[src/rtl/sci_op_scheduler.sv]
// Op scheduler: buffers one-hot-mode op packets, dispatches them one at a time to
// the selected compute unit, waits for completion or timeout, and counts drops.
//
//   state  | meaning
//   -------+-------------------------------------------------------------
//   IDLE   | waiting for a queued packet; pops the FIFO head when present
//   ISSUE  | one-cycle start pulse to the selected unit, arm timeout timer
//   WAIT   | operands held; waiting for selected unit_done or timeout
//   RESP   | one-cycle done pulse, data_out already updated
module sci_op_scheduler #(
    parameter int DATA_WIDTH     = 32,
    parameter int NUM_MODES      = 4,
    parameter int RES_WIDTH      = 8,
    parameter int FIFO_DEPTH     = 4,
    parameter int TIMEOUT_CYCLES = 256
) (
    input  logic                          clk,
    input  logic                          rst_n,
    input  logic                          pkt_valid,
    input  logic [DATA_WIDTH-1:0]         op_pkt__data,
    input  logic [NUM_MODES-1:0]          op_pkt__mode,
    input  logic [RES_WIDTH-1:0]          op_pkt__res,
    output logic                          ready,
    output logic [NUM_MODES-1:0]          unit_start,
    output logic [DATA_WIDTH-1:0]         unit_data,
    output logic [RES_WIDTH-1:0]          unit_res,
    input  logic [NUM_MODES-1:0]          unit_done,
    input  logic [NUM_MODES*DATA_WIDTH-1:0] unit_result,
    output logic [DATA_WIDTH-1:0]         data_out,
    output logic                          done,
    output logic                          pkt_dropd,
    output logic [7:0]                    drop_cnt
);

    localparam int PW = $clog2(FIFO_DEPTH);
    localparam int CW = PW + 1;
    localparam int TW = $clog2(TIMEOUT_CYCLES);
    localparam int EW = DATA_WIDTH + NUM_MODES + RES_WIDTH;

    typedef enum logic [1:0] {S_IDLE, S_ISSUE, S_WAIT, S_RESP} state_t;

    state_t                 state_q, state_d;
    logic [TW-1:0]          tmr_q, tmr_d;
    logic [DATA_WIDTH-1:0]  hold_data_q, hold_data_d;
    logic [NUM_MODES-1:0]   hold_mode_q, hold_mode_d;
    logic [RES_WIDTH-1:0]   hold_res_q, hold_res_d;
    logic [DATA_WIDTH-1:0]  data_out_q, data_out_d;
    logic                   pkt_dropd_q, pkt_dropd_d;
    logic [7:0]             drop_cnt_q, drop_cnt_d;
    logic                   ready_en_q;

    logic [EW-1:0]          mem_q [FIFO_DEPTH];
    logic [PW-1:0]          wr_ptr_q, rd_ptr_q;
    logic [CW-1:0]          count_q;

    logic                   hs, mode_ok, push, pop, in_drop, to_drop;
    logic [EW-1:0]          head;
    logic [DATA_WIDTH-1:0]  sel_result;
    logic [8:0]             drop_sum;

    assign mode_ok = (op_pkt__mode != '0) &&
                     ((op_pkt__mode & (op_pkt__mode - NUM_MODES'(1))) == '0);
    assign ready   = ready_en_q && (count_q < CW'(FIFO_DEPTH));
    assign hs      = pkt_valid && ready;
    assign push    = hs && mode_ok;
    assign in_drop = hs && !mode_ok;
    assign pop     = (state_q == S_IDLE) && (count_q != '0);
    assign head    = mem_q[rd_ptr_q];

    always_ff @(posedge clk) begin
        if (push) mem_q[wr_ptr_q] <= {op_pkt__data, op_pkt__mode, op_pkt__res};
    end

    always_ff @(posedge clk or negedge rst_n) begin
        if (!rst_n) begin
            wr_ptr_q   <= '0;
            rd_ptr_q   <= '0;
            count_q    <= '0;
            ready_en_q <= 1'b0;
        end else begin
            ready_en_q <= 1'b1;
            if (push) wr_ptr_q <= wr_ptr_q + PW'(1);
            if (pop)  rd_ptr_q <= rd_ptr_q + PW'(1);
            count_q <= count_q + CW'(push) - CW'(pop);
        end
    end

    // hold_mode_q is one-hot, so at most one slice is selected
    always_comb begin
        sel_result = '0;
        for (int i = 0; i < NUM_MODES; i++) begin
            if (hold_mode_q[i]) sel_result = unit_result[i*DATA_WIDTH +: DATA_WIDTH];
        end
    end

    always_comb begin
        state_d     = state_q;
        tmr_d       = tmr_q;
        hold_data_d = hold_data_q;
        hold_mode_d = hold_mode_q;
        hold_res_d  = hold_res_q;
        data_out_d  = data_out_q;
        to_drop     = 1'b0;
        case (state_q)
            S_IDLE: begin
                if (pop) begin
                    {hold_data_d, hold_mode_d, hold_res_d} = head;
                    state_d = S_ISSUE;
                end
            end
            S_ISSUE: begin
                tmr_d   = TW'(TIMEOUT_CYCLES - 1);
                state_d = S_WAIT;
            end
            S_WAIT: begin
                if ((unit_done & hold_mode_q) != '0) begin
                    data_out_d = sel_result;
                    state_d    = S_RESP;
                end else if (tmr_q == '0) begin
                    to_drop = 1'b1;
                    state_d = S_IDLE;
                end else begin
                    tmr_d = tmr_q - TW'(1);
                end
            end
            S_RESP:  state_d = S_IDLE;
            default: state_d = S_IDLE;
        endcase
    end

    // Input drop and timeout drop in one cycle share a pulse but both count
    assign drop_sum    = {1'b0, drop_cnt_q} + 9'(in_drop) + 9'(to_drop);
    assign drop_cnt_d  = drop_sum[8] ? 8'hFF : drop_sum[7:0];
    assign pkt_dropd_d = in_drop || to_drop;

    always_ff @(posedge clk or negedge rst_n) begin
        if (!rst_n) begin
            state_q     <= S_IDLE;
            tmr_q       <= '0;
            hold_data_q <= '0;
            hold_mode_q <= '0;
            hold_res_q  <= '0;
            data_out_q  <= '0;
            pkt_dropd_q <= 1'b0;
            drop_cnt_q  <= '0;
        end else begin
            state_q     <= state_d;
            tmr_q       <= tmr_d;
            hold_data_q <= hold_data_d;
            hold_mode_q <= hold_mode_d;
            hold_res_q  <= hold_res_d;
            data_out_q  <= data_out_d;
            pkt_dropd_q <= pkt_dropd_d;
            drop_cnt_q  <= drop_cnt_d;
        end
    end

    assign unit_start = (state_q == S_ISSUE) ? hold_mode_q : '0;
    assign unit_data  = hold_data_q;
    assign unit_res   = hold_res_q;
    assign done       = (state_q == S_RESP);
    assign data_out   = data_out_q;
    assign pkt_dropd  = pkt_dropd_q;
    assign drop_cnt   = drop_cnt_q;

endmodule

[config.mk]
export PLATFORM = sky130hd
export DESIGN_NAME = sci_op_scheduler
export DESIGN_NICKNAME = d
export VERILOG_FILES = /design/src/rtl/sci_op_scheduler.sv
export SDC_FILE = /design/constraint.sdc
export NUM_CORES = 1
export LEC_CHECK = 0
export ABC_CLOCK_PERIOD_IN_PS = 4900
export CAP_MARGIN = 15
export CORE_MARGIN = 3
export CORE_UTILIZATION = 54
export DETAILED_ROUTE_END_ITERATION = 8
export PLACE_DENSITY = 0.91
export SLEW_MARGIN = 20
export SYNTH_ARGS = -nofsm -noshare
export SYNTH_HDL_FRONTEND = slang
export SYNTH_SLANG_ARGS = --single-unit
[constraint.sdc]
create_clock -name clk -period 4.9 [get_ports clk]
set_clock_uncertainty 0.2 [all_clocks]
set_input_delay 1.47 -clock clk [delete_from_list [all_inputs] [get_ports clk]]
set_output_delay 1.47 -clock clk [all_outputs]
set_load 0.03 [all_outputs]
==> results.md <==
* Status: completed
* Die span in y at roughly 150 um
* Post-Layout Inst Area at ~15000 sq um
* CTS tree: done
* Worst-path clk slew at about 0.070 ns
* Hold depth at 1
* CTS Sinks at 279
* Crit. End Element: register
* Final hold vios at 0
* First-pass GRT wire length at ~45 mm
* Drt total wl at 29.1 mm
* Placed inst area at ~15000 sq um
* Startpoint of the worst hold path: unit_res[3]$_DFFE_PN0P_
* WL/cell at 22.5 um
* Fin worst setup slack at between 0.9 and 1 ns
* Mapped Area at about 12000 sq um
* Lkg Pwr at 5.63 nW
* Relative slew margins at 38.7%
* Worst path arrival time at about 4.2 ns
* Overall global routing resource usage at 24.4%
* Die area at about 23000 sq um
* Met1 Use GR at 31.1%
* Root Driver: clkbuf_16
* 1st-pass router iterations at 5
* Mapped Nets at about 900
* Layout cell share with drive strength beyond 1 at 15.8%
* Startpoint Class: input port
* Main synth FF type: edfxtp_1
* Period Utilization, post-route at roughly four fifths
* Non-Filler Instances at roughly 1300
* Sequential area share after synthesis at 67.7%
* Yosys cell types at 50
* Yosys Warn Count at 0
* Hold endpoint: unit_res[3]$_DFFE_PN0P_
* Final core utilization at approximately 73%
* Pins Over Slew Limit at 0
* RSZ-0062 raised after global routing: false
* CTS buffer count at 27
* Hold_ws at approximately 0.31 ns
* RR Endpoint: drop_cnt[3]$_DFF_PN0_
* Worst Hold Class: reg2reg
* Largest net degree at the start of global routing at 67
* Gr busiest metal: met2
* # Post-CTS Setup Buffers at 0
* RR Startpoint: hold_mode_q[1]$_DFFE_PN0P_
* Initial antenna violation count at 5
* Final total power at a little over 9 mW
* Max Clock Freq at 252 MHz
* Fin Setup TNS at 0 ns
* Top-area cell type share of the netlist area at a little under half
* Max_cap viols at 0
* Via count at 7525
* Mapped Cells at between 700 and 800
* IO buf count at roughly 270
* Setup WS pre-CTS at 0.438 ns
* Post-DP HPWL at 19.3 mm
* # rows at 53
* Grt met2 use at 41.7%
* Slew @ Worst Pin at about 0.92 ns
* Cell Pwr Density at between 500 and 600 nW/um^2
* # DRC at 0
* Post-cts resize count at 0
* Ports at roughly 270
* VDD IR max at 0.513 mV
* H-tree Lvls at 1
* Worst skew pair latency at ~0.54 ns
* DIE WIDTH at ~150 um
* Min Tclk post-route at between 3 and 4 ns
* Most frequent cell after synthesis: edfxtp_1
* Cts hold-fix bufs at 0
* R2r setup slk at roughly 1.6 ns
* Vias/cell at 5.82
* Async set or reset register ratio after synthesis at a little under two fifths
* GPL Wtd Cong at a little over 0.9
* Top cells by count, synth: 176 x edfxtp_1, 103 x dfrtp_1, 70 x a21oi_1
* Reg2Reg Depth at 11
* Clock Tree Buf Depth at 3
* Vias in the first global route at approximately 7800
* Met3 Usage GRT at under 10%
* Synth Register Bits at 279
* Crit path required time at a little over 5 ns
* Syn Area/Cell at 15.8 sq um
* Final setup fails at 0
* Post-route ant nets at 0
* Iter 0 DRT Violations at roughly 500
* Yosys top cell by area: edfxtp_1
* Area contributors post-synth: edfxtp_1 45%, dfrtp_1 22%, mux4_2 8.5%
* Core area at roughly 21000 sq um
* Final #Nets at about 1200
* Initial Util at between 50 and 60%
* CP max FO at 7
* Area growth from synthesis to layout at 32.4%
* Placed cell count at about 1200
* Remaining Overflow, GRT at 0
* EDFF count, synth at between 150 and 200
* Type of the worst setup path: in2reg
==> sequential cells by signal, summed over array words and instances (netlist names) <==
signal and cells:
state_q 2, unit_data 32, data_out 32, hold_mode_q 4, wr_ptr_q 2, pkt_dropd 1
rd_ptr_q 2, unit_res 8, mem_q 176, count_q 3, tmr_q 8, drop_cnt 8
ready_en_q 1
==> cell type report <==
class	count	area, sq um
tap	275	344
clock buffer	32	694
inverter	44	165
sequential	279	7870
antenna	4	10.0
timing repair buffer	277	2790
clock inverter	17	139
fill	1285	5710
multi-input combinational	366	3360
==> layer usage <==
| metal | vias to the layer above | part of all wire, % |
|---|---|---|
| met5 | - | 0.031 |
| met4 | 2 | 2.8 |
| met3 | 63 | 8.0 |
| met2 | 331 | 51 |
| met1 | 3775 | 38 |
| li1 | 3354 | - |
==> how the worst max path moves through the flow <==
stage / startpoint / end / slack (ns) / depth (start not counted)
6_report: op_pkt__mode[2] / drop_cnt[3]$_DFF_PN0_ / 0.93 / 11
4_1_cts: op_pkt__mode[1] / count_q[2]$_DFF_PN0_ / 0.95 / 12
2_1_floorplan: op_pkt__mode[1] / mem_q[0][0]$_DFFE_PP_ / 1.05 / 4
5_1_grt: op_pkt__mode[3] / drop_cnt[3]$_DFF_PN0_ / 0.78 / 11
3_5_place_dp: op_pkt__mode[0] / count_q[2]$_DFF_PN0_ / 0.44 / 12
3_3_place_gp: op_pkt__mode[0] / count_q[2]$_DFF_PN0_ / 0.54 / 12
==> critical path: stages <==
cell,delay (ns)
clkdlybuf4s50_1,0.56
xor2_1,0.20
a211oi_1,0.29
nand3_1,0.20
fa_1,0.42
inv_1,0.09
ha_1,0.19
nand3_1,0.16
nor2_1,0.26
nand3_1,0.21
o21ai_0,0.15
==> where the power goes <==
| part | switching, mW | internal (mW) |
|---|---|---|
| Clock | 0.863 | 1.12 |
| Sequential | 0.531 | 2.95 |
| Combinational | 1.92 | 1.77 |
==> cell families after synthesis <==
| group | count (synthesis) | share of synthesized area [%] |
|---|---|---|
| xor gates and xnor gates | 8 | 0.603 |
| buffers and inverters | 90 | 3.61 |
| AOI/OAI and AO/OA | 151 | 9.05 |
| adders and majority gates | 11 | 1.31 |
| other | 1 | 0.0323 |
| and+or+nand+nor | 104 | 4.63 |
| DFF | 279 | 67.7 |
| muxes | 91 | 13.1 |
==> cells in the final DEF (no fill, tap or decap), types with 3 or more instances in the layout <==
master           synthesis  layout
buf_12                   0       4
a221o_1                 31      31
edfxtp_1               176     176
nor2b_1                  4       3
a21oi_1                 70      69
clkinv_2                 0       5
xnor2_1                  5       5
clkinv_1                 0       6
buf_4                    4       9
o21ai_0                  5       5
nor3_1                   4       4
clkdlybuf4s50_1          0     264
mux4_2                  44      44
ha_1                     9       9
dfrtp_1                103      99
clkbuf_16                0      27
a22oi_1                 32      32
diode_2                  0       4
nor2_1                  41      41
clkbuf_1                18       5
and2_2                   0       4
inv_1                   44      44
and2_1                  10       6
a31oi_1                  3       3
xor2_1                   3       3
nand2_1                 18      18
nand3_1                  7       7
mux2_2                  46      46
inv_6                    0       3
(Power assumes the default switching activity.)
